**src/rtl/max_unpool_stream.sv**
```systemverilog
// max_unpool_stream: streaming 2x2 max-unpooling, the inverse of a 2x2 max-pool.
// One pooled row of {value, argmax index} is buffered. It is then expanded into
// two output rows (top and bottom of each 2x2 window). Each value lands on its
// argmax position and every other position is zero. Channels follow one
// another, channel-major.
//
// Build option UNPOOL_NEAREST_EN: when defined, the argmax index is ignored and
// not stored. Every pixel of the 2x2 window then carries the pooled value, which
// gives a nearest-neighbour 2x upsample. Handshake and timing are unchanged.
module max_unpool_stream #(
  parameter int DATA_WIDTH = 16,
  parameter int OutH       = 28,
  parameter int OutW       = 28,
  parameter int Depth      = 1
) (
  input  logic                         clk,
  input  logic                         reset,
  input  logic                         in_valid,
  output logic                         in_ready,
  input  logic signed [DATA_WIDTH-1:0] in_data,
  input  logic [1:0]                   in_idx,
  output logic                         out_valid,
  input  logic                         out_ready,
  output logic signed [DATA_WIDTH-1:0] out_data,
  output logic                         out_last,
  output logic                         frame_done
);

  localparam int PoolW = OutW / 2;
  localparam int PoolH = OutH / 2;
  localparam int ColW  = (PoolW > 1) ? $clog2(PoolW) : 1;
  localparam int OcolW = $clog2(OutW);
  localparam int ProwW = (PoolH > 1) ? $clog2(PoolH) : 1;
  localparam int ChanW = (Depth > 1) ? $clog2(Depth) : 1;

  localparam logic [ColW-1:0]  ColLast  = ColW'(PoolW - 1);
  localparam logic [OcolW-1:0] OcolLast = OcolW'(OutW - 1);
  localparam logic [ProwW-1:0] ProwLast = ProwW'(PoolH - 1);
  localparam logic [ChanW-1:0] ChanLast = ChanW'(Depth - 1);

  typedef enum logic [1:0] {
    FILL     = 2'd0,
    EMIT_TOP = 2'd1,
    EMIT_BOT = 2'd2
  } state_t;

  state_t state;
  state_t stateNext;

  // Position counters: pooled column being filled, output column being
  // emitted, pooled row pair and channel within the frame.
  logic [ColW-1:0]  col;
  logic [OcolW-1:0] ocol;
  logic [ProwW-1:0] prow;
  logic [ChanW-1:0] chan;

  // One pooled row. Not cleared: every entry is rewritten in FILL before
  // the following EMIT phases read it.
  logic signed [DATA_WIDTH-1:0] bufData [PoolW];
`ifndef UNPOOL_NEAREST_EN
  logic [1:0]                   bufIdx  [PoolW];
`endif

  logic                         fillState;
  logic                         emitting;
  logic                         acceptIn;
  logic                         acceptOut;
  logic                         colAtLast;
  logic                         ocolAtLast;
  logic                         prowAtLast;
  logic                         chanAtLast;
  logic                         frameEnd;
  logic [ColW-1:0]              rdCol;
  logic signed [DATA_WIDTH-1:0] pixel;

  // A pooled value goes on the output only at its recorded argmax position
  // inside the 2x2 window. Every other position of the window is zero.
  function automatic logic signed [DATA_WIDTH-1:0] placePixel(
    input logic signed [DATA_WIDTH-1:0] value,
    input logic [1:0]                   storedIdx,
    input logic [1:0]                   position
  );
    placePixel = (storedIdx == position) ? value : '0;
  endfunction

  assign fillState  = (state == FILL);
  assign emitting   = (state == EMIT_TOP) || (state == EMIT_BOT);

  // Handshake qualifiers are built from the state, not from the ready and
  // valid ports, so the next-state logic has no combinational loop through
  // in_ready.
  assign acceptIn   = fillState && in_valid;
  assign acceptOut  = emitting && out_ready;

  assign colAtLast  = (col == ColLast);
  assign ocolAtLast = (ocol == OcolLast);
  assign prowAtLast = (prow == ProwLast);
  assign chanAtLast = (chan == ChanLast);

  // Final pixel of a channel map: bottom row, last column, last row pair.
  assign frameEnd   = (state == EMIT_BOT) && ocolAtLast && prowAtLast;

  // State register.
  always_ff @(posedge clk or posedge reset) begin
    if (reset) begin
      state <= FILL;
    end else begin
      state <= stateNext;
    end
  end

  // Next state and handshake outputs. FILL and EMIT never overlap, so
  // in_ready and out_valid are never high together.
  always_comb begin
    stateNext = state;
    in_ready  = 1'b0;
    out_valid = 1'b0;
    case (state)
      FILL: begin
        in_ready = !reset;
        if (acceptIn && colAtLast) begin
          stateNext = EMIT_TOP;
        end
      end
      EMIT_TOP: begin
        out_valid = 1'b1;
        if (acceptOut && ocolAtLast) begin
          stateNext = EMIT_BOT;
        end
      end
      EMIT_BOT: begin
        out_valid = 1'b1;
        if (acceptOut && ocolAtLast) begin
          stateNext = FILL;
        end
      end
      default: begin
        stateNext = FILL;
      end
    endcase
  end

  // Column, row-pair and channel counters. They advance only on accepted
  // transfers, so they hold through input gaps and output stalls.
  always_ff @(posedge clk or posedge reset) begin
    if (reset) begin
      col  <= '0;
      ocol <= '0;
      prow <= '0;
      chan <= '0;
    end else begin
      if (acceptIn) begin
        col <= colAtLast ? '0 : col + ColW'(1);
      end
      if (acceptOut) begin
        if (ocolAtLast) begin
          ocol <= '0;
          if (state == EMIT_BOT) begin
            if (prowAtLast) begin
              prow <= '0;
              chan <= chanAtLast ? '0 : chan + ChanW'(1);
            end else begin
              prow <= prow + ProwW'(1);
            end
          end
        end else begin
          ocol <= ocol + OcolW'(1);
        end
      end
    end
  end

  // Frame-complete pulse, one cycle after the final pixel of the last
  // channel is taken downstream.
  always_ff @(posedge clk or posedge reset) begin
    if (reset) begin
      frame_done <= 1'b0;
    end else begin
      frame_done <= acceptOut && frameEnd && chanAtLast;
    end
  end

`ifdef UNPOOL_NEAREST_EN
  // Row buffer write: the value only, because the index is not needed.
  always_ff @(posedge clk) begin
    if (acceptIn) begin
      bufData[col] <= in_data;
    end
  end
`else
  // Row buffer write: the value together with its argmax index.
  always_ff @(posedge clk) begin
    if (acceptIn) begin
      bufData[col] <= in_data;
      bufIdx[col]  <= in_idx;
    end
  end
`endif

  // Two adjacent output columns share one pooled entry.
  assign rdCol = ColW'(ocol >> 1);

`ifdef UNPOOL_NEAREST_EN
  assign pixel = bufData[rdCol];
`else
  // Window position of the current pixel: {bottom row, right column},
  // which uses the same encoding as in_idx.
  logic [1:0] position;
  assign position = {(state == EMIT_BOT), ocol[0]};
  assign pixel    = placePixel(bufData[rdCol], bufIdx[rdCol], position);
`endif

  // The output is forced to zero outside the EMIT states, so reset and FILL
  // present a clean zero. While stalled, every term feeding these outputs
  // is held, so the pixel and the last flag stay stable.
  assign out_data = emitting ? pixel : '0;
  assign out_last = frameEnd;

endmodule

```
**config.mk**
```make
export PLATFORM = sky130hd
export DESIGN_NAME = max_unpool_stream
export DESIGN_NICKNAME = d
export VERILOG_FILES = /design/src/rtl/max_unpool_stream.sv
export SDC_FILE = /design/constraint.sdc
export NUM_CORES = 1
export LEC_CHECK = 0
export ABC_AREA = 1
export BUFFER_PORTS_ARGS = -buffer_cell sky130_fd_sc_hd__buf_2
export CORE_MARGIN = 4
export CORE_UTILIZATION = 35
export CTS_BUF_LIST = sky130_fd_sc_hd__clkbuf_16
export DETAILED_ROUTE_END_ITERATION = 8
export GPL_TIMING_DRIVEN = 0
export PLACE_DENSITY = 0.5
export SETUP_SLACK_MARGIN = 0.02
export SLEW_MARGIN = 0
export SYNTH_ARGS = -nofsm -noshare
export SYNTH_HDL_FRONTEND = slang
export SYNTH_SLANG_ARGS = --single-unit
```
**constraint.sdc**
```tcl
create_clock -name clk -period 2.65 [get_ports clk]
set_clock_uncertainty 0.05 [all_clocks]
set_input_delay 0.265 -clock clk [delete_from_list [all_inputs] [get_ports clk]]
set_output_delay 0.265 -clock clk [all_outputs]
set_load 0.1 [all_outputs]
```
==> results of run 1 <==
kinds of logic after synthesis:
group,after synthesis
and+or+nand+nor,509
DFF,268
buffers and inverters,98
AOI/OAI and AO/OA,93
adders and majority gates,6
xor gates and xnor gates,2
what timing repair did:
item                       in CTS  in global routing
cloned                          1                  3
hold buffers                    4                  0
pin swaps                      16                 34
buffers inserted                5                  4
resized for setup             120                 57
hold endpoints to repair       45                  0
setup endpoints to repair      17                 19
layer usage:
layer  track usage  vias to the layer above  share of wire
met4        0.0519                        0          0.033
met2         0.276                      165           0.46
li1              -                     3577              -
met1         0.239                     3561           0.46
met5             0                        -              0
met3        0.0250                       56          0.043
synthesized netlist by cell type (all sizes together):
library cell,number,area [µm²]
nand2,305,1160
a21oi,47,235
a31oi,1,6.26
edfxtp,252,7570
ha,6,75.1
nor3,1,5.00
a22oi,1,7.51
o22ai,1,6.26
dfrtp,16,400
clkbuf,6,22.5
nand3,124,636
buf,43,332
nor4,1,12.5
xor2,2,17.5
clkinv,1,3.75
nor2,75,372
o21ai,43,215
inv,48,180
nand4,3,18.8
cell type report:
cell class	count	share of cell area
sequential	268	0.566
multi-input combinational	610	0.214
timing repair buffer	70	0.0645
clock buffer	29	0.0515
buffer	49	0.0368
tap	402	0.0357
clock inverter	25	0.0177
inverter	49	0.0136
metrics by stage:
step	TNS, ps	std cells	utilization	hold slack, ps
floorplan	0	976	-	129
global placement	-146980	1419	0.380	347
detailed placement	-1920	1431	0.389	344
CTS	-3300	1495	0.436	5.79
global route	-4000	1502	0.445	12.2
finish	-2310	1502	0.445	23.4
power breakdown:
part	leakage, nW	switching [W]	internal, W
clock	0.492	0.00166	0.00247
sequential	2.46	0.000111	0.00489
combinational	2.36	0.00552	0.00283
total	5.31	0.00730	0.0102
worst reg2reg max path: cells and delay by family, from the launching register on:
family / cells / cell delay [ps]
buffers and inverters: 4 / 560
adder cells (fa/ha/maj): 1 / 190
flip-flops: 1 / 410
AND/OR/NAND/NOR: 4 / 880
worst paths after layout:
path,endpoint,cells past startpoint
max in group asynchronous,ocol[1],3
worst max-delay path,out_data[5],13
worst max register to register,bufData[11][8],9
worst min-delay path,bufData[10][1],1
worst min register to register,prow[3],1
min in group asynchronous,ocol[3],3
cells in the final DEF, fill, tap and decap left out, drive strengths merged:
cell         synthesis  final
nand2              305    305
edfxtp             252    252
nand3              124    124
buf                 43    103
nor2                75     75
inv                 48     51
a21oi               47     47
o21ai               43     43
clkbuf               6     41
dfrtp               16     16
clkinv               1     16
ha                   6      6
bufinv               0      5
dlygate4sd3          0      4
nand4                3      3
xor2                 2      2
clkinvlp             0      2
a22oi                1      1
a31oi                1      1
nor3                 1      1
o22ai                1      1
nor4                 1      1
flip-flops by register name, indices dropped and copies added (netlist names):
name,cells
ocol,5
bufIdx,28
state,2
bufData,224
prow,4
col,4
frame_done,1
==> results.json, run 1 <==
{
  "synth_cells": 976,
  "rows": 65,
  "worst_setup_path_start_kind": "flop",
  "numCtsBuffers": 29,
  "ys_seq_area_frac": 0.707,
  "n_antenna_cell": 0,
  "multi_input_comb_area_mm2": 0.00302,
  "synth_seq_cells": 268,
  "p_leak_nw": 5.31,
  "hold_viol": 0,
  "fin_area_mm2": 0.0141,
  "die_area_mm2": 0.0351,
  "period_needed_ps": 2840,
  "slew_viol_final": 0,
  "ctsHtreeMaxLevel": 1,
  "rrSetupSlack_ps": 240,
  "die_w_um": 187,
  "clkSinkCount": 268,
  "cp_num_buf_inv": 4,
  "antenna_found_initial": 0,
  "initial_core_util": 0.356,
  "rsz0062_at_grt": "yes",
  "cp-end-kind": "output pin",
  "viasPerCell": 4.90,
  "total_power_w": 0.0175,
  "drive_gt1_frac": 0.220,
  "path_delay_family": "simple AND/OR/NAND/NOR gates",
  "fillers": 2886,
  "ff_latch_area_mm2": 0.00797,
  "synth.avg_cell_area_um2": 11.6,
  "grt_max_degree": 20,
  "synth.mux.area_fraction": 0,
  "cap_violations": 0,
  "clockRootBuffer": "clkbuf_16",
  "dp_hpwl_um": 19800,
  "r2r_start": "state[0]",
  "arrival_ps": 2520,
  "drcViolationCount": 0,
  "syn_nets": 1004,
  "hp-class": "input pin to flop",
  "synth_compound_area_frac": 0.0417,
  "route.detailed.wl_per_inst_um": 20.2,
  "syn_area_mm2": 0.0113,
  "drtIter0Drc": 504,
  "place_area_mm2": 0.0123,
  "fin_nets": 1105,
  "violations": "negative setup slack",
  "startpoint": "ocol[1]",
  "worstHoldStart": "in_data[1]",
  "vias": 7359,
  "synth_xor_area_frac": 0.00155,
  "ys_types": 30,
  "drt_first_pass_iters": 5,
  "tritoncts": "done",
  "core-area_mm2": 0.0316,
  "insertion_delay_ps": 550,
  "crit_required_ps": 2340,
  "ys_warn_count": 0,
  "worstSetupPathType": "flop to output pin",
  "worstMarginPinSlew_ps": 833,
  "synth_top_family_by_area": "simple AND/OR/NAND/NOR gates",
  "grt_overflow": 0,
  "grt_use_total": 0.170,
  "maxSlewHeadroom": 0.443,
  "pwr_density_cell_mw_per_mm2": 1240,
  "cp_cell_sequence": "buf_6 > clkbuf_16 > nor2_4 > nor2_1 > o21ai_1 > nand3_2 > nand2_2 > nand2_2 > nand2_4 > nand2_8 > buf_16 > nor2_4 > buf_12",
  "cp_max_fo": 5,
  "peakVddDrop_mv": 0.560,
  "antenna_left": 0,
  "dpl_worst_slack_ps": -232,
  "fp.dieH_um": 187,
  "status": "complete, but fails checks",
  "area_growth_pct": 24.9,
  "finalWorstSetupSlack_ps": -186,
  "yosys.area_share.simple": 0.196,
  "port_buffers": 41,
  "cpPeakStageDelay_ps": 450,
  "timing.fmax_mhz": 353,
  "cts_max_path_buffers": 3,
  "min_period_over_period": 1.07,
  "pin_count": 42,
  "setup_viol": 16,
  "synth_adder_area_share": 0.00666,
  "slowest_stage": "dfrtp_2",
  "place.gp.congestion": 0.758,
  "finalWirelength_um": 30300,
  "grt_pass1_vias": 7223,
  "cts.clk_slew.worst_paths_ps": 70,
  "grt_pass1_wl_um": 45300
}
(Power assumes the default switching activity.)
==> run 2: changes to the inputs <==
- CORE_ASPECT_RATIO: not set -> 0.75
==> run 2 against run 1 <==
Highest routed layer unchanged. The run still ends with negative setup slack left. Utilization down 0.072 points. Critical path depth is the same. Routed wire length rose by 3.9%. Global-route usage up 0.59 points.
==> results.json, run 2 (synthesis results as in run 1) <==
{
  "status": "complete, but fails checks",
  "violations": "negative setup slack",
  "grt_use_total": 0.176,
  "path_delay_family": "simple AND/OR/NAND/NOR gates",
  "largest-register": "bufData",
  "insertion_delay_ps": 550,
  "top_regs": "bufData: 224 flops, bufIdx: 28 flops, ocol: 5 flops",
  "finalWirelength_um": 31500,
  "r2r_cells": 9,
  "fp.dieH_um": 163,
  "setup_tns_ps": -3000,
  "fillers": 2916,
  "core-area_mm2": 0.0315,
  "ctsHtreeMaxLevel": 1,
  "fin_nets": 1102,
  "die_w_um": 215,
  "n_antenna_cell": 0,
  "arrival_ps": 2570,
  "rrSetupSlack_ps": 230,
  "timing.fmax_mhz": 347,
  "final_common_cell": "nand2_1",
  "startpoint": "ocol[1]",
  "peakVddDrop_mv": 0.556,
  "multi_input_comb_area_mm2": 0.00302,
  "reg2reg_to": "bufData[7][15]",
  "clockRootBuffer": "clkbuf_16",
  "maxSlewHeadroom": 0.431,
  "cap_violations": 0,
  "cp_cell_sequence": "buf_8 > clkbuf_16 > nor2_4 > nor2_1 > o21ai_1 > nand3_2 > nand2_1 > nand2_2 > nand2_4 > nand2_8 > buf_8 > nor2_4 > buf_12",
  "numCtsBuffers": 28,
  "min_period_over_period": 1.09,
  "vias": 7429,
  "period_needed_ps": 2880,
  "pwr_density_cell_mw_per_mm2": 1240,
  "ff_latch_area_mm2": 0.00797,
  "initial_core_util": 0.358,
  "drtIter0Drc": 612,
  "area_growth_pct": 24.3,
  "largest_reg_flops": 224,
  "viasPerCell": 4.95,
  "hp-class": "input pin to flop",
  "drt_first_pass_iters": 5,
  "cp_max_fo": 5,
  "port_buffers": 41,
  "cts_max_path_buffers": 3,
  "setup_viol": 16,
  "tritoncts": "done",
  "dp.cells": 1434,
  "antenna_found_initial": 0,
  "worst_setup_path_start_kind": "flop",
  "rsz0062_at_grt": "yes",
  "grt_pass1_wl_um": 46000,
  "finalNonFillerCells": 1501,
  "drive_gt1_frac": 0.218,
  "route.detailed.wl_per_inst_um": 21.0,
  "antenna_left": 0,
  "grt_max_degree": 19,
  "cp_num_buf_inv": 4,
  "fin_util": 0.444,
  "cp-end-kind": "output pin",
  "drcViolationCount": 0,
  "finalWorstSetupSlack_ps": -235,
  "place.gp.congestion": 0.764,
  "dpl_worst_slack_ps": -194,
  "crit_required_ps": 2340,
  "crit_cells": 13,
  "dp_hpwl_um": 20500,
  "pin_count": 42,
  "r2r_start": "state[1]",
  "slew_viol_final": 0,
  "slowest_stage": "dfrtp_2",
  "cpPeakStageDelay_ps": 460,
  "die_area_mm2": 0.0352,
  "rows": 56,
  "worstMarginPinSlew_ps": 851,
  "worstSetupPathType": "flop to output pin",
  "endpoint": "out_data[0]",
  "grt_pass1_vias": 6982,
  "hold_viol": 0,
  "p_leak_nw": 5.27,
  "grt_overflow": 0,
  "layout_common_cells": "nand2_1 (289), edfxtp_1 (252), nand3_1 (108), inv_1 (44), a21oi_1 (43)",
  "clkSinkCount": 268,
  "cts.clk_slew.worst_paths_ps": 60
}
[run 2: cell types whose count changed in the layout (fill, tap and decap cells not counted), moves of 2 or more]
cell and delta:
o21ai_2 -2, bufinv_16 -2, clkinv_1 -2, nand3_2 +2, nor2_1 +2, buf_4 +2, clkinv_4 +2, nor2_2 -3
clkbuf_4 -2, nand3_1 -2, o21ai_0 +2, buf_6 -3, clkinv_2 -2
[run 2: layout make-up]
type / instances / area share
clock buffer: 29 / 0.0518
clock inverter: 22 / 0.0146
buffer: 49 / 0.0367
timing repair buffer: 68 / 0.0629
inverter: 49 / 0.0137
sequential: 268 / 0.569
tap: 406 / 0.0363
multi-input combinational: 610 / 0.215
[run 2: worst reg2reg max path: cells and delay by family (launching register included)]
family        cells  cell delay, ps
fa+ha+maj         1             220
flops             1             380
simple gates      4             850
buf+inv           4             620
[run 2: per-layer routing]
| metal | part of all wire | GRT usage |
|---|---|---|
| met4 | 0.018 | 0.0339 |
| met2 | 0.42 | 0.259 |
| met5 | 0 | 0 |
| met1 | 0.50 | 0.277 |
| met3 | 0.057 | 0.0281 |
[run 2: power by group]
part	switching (W)	internal [W]	leakage, nW
registers	0.000118	0.00489	2.46
clock network	0.00167	0.00229	0.461
logic	0.00557	0.00281	2.34
[run 2: worst min-delay path by stage]
| stage | startpoint | to | slack (ps) | cells after the start |
|---|---|---|---|---|
| 6_report | in_data[11] | bufData[12][11] | 20 | 1 |
| 5_1_grt | in_data[11] | bufData[11][11] | 10 | 1 |
| 4_1_cts | in_data[11] | bufData[12][11] | 6 | 1 |
| 3_5_place_dp | reset | prow[3] | 360 | 2 |
| 3_3_place_gp | reset | state[0] | 350 | 2 |
| 2_1_floorplan | reset | col[0] | 130 | 1 |
[run 2: metrics by stage]
step	cell area (µm²)	hold WS, ps	power (W)
global route	14000	12.1	0.0182
finish	14000	22.6	0.0173
CTS	13800	6.18	0.0171
floorplan	11300	129	0.00987
global placement	12000	348	0.0118
detailed placement	12300	357	0.0119
[run 2: repair_timing]
action / in CTS / in global routing
hold endpoints to repair: 25 / 0
endpoints found under the setup margin: 17 / 18
gates cloned: 1 / 2
pin swaps: 11 / 34
hold buffers: 3 / 0
buffers inserted: 10 / 0
resized for setup: 135 / 38
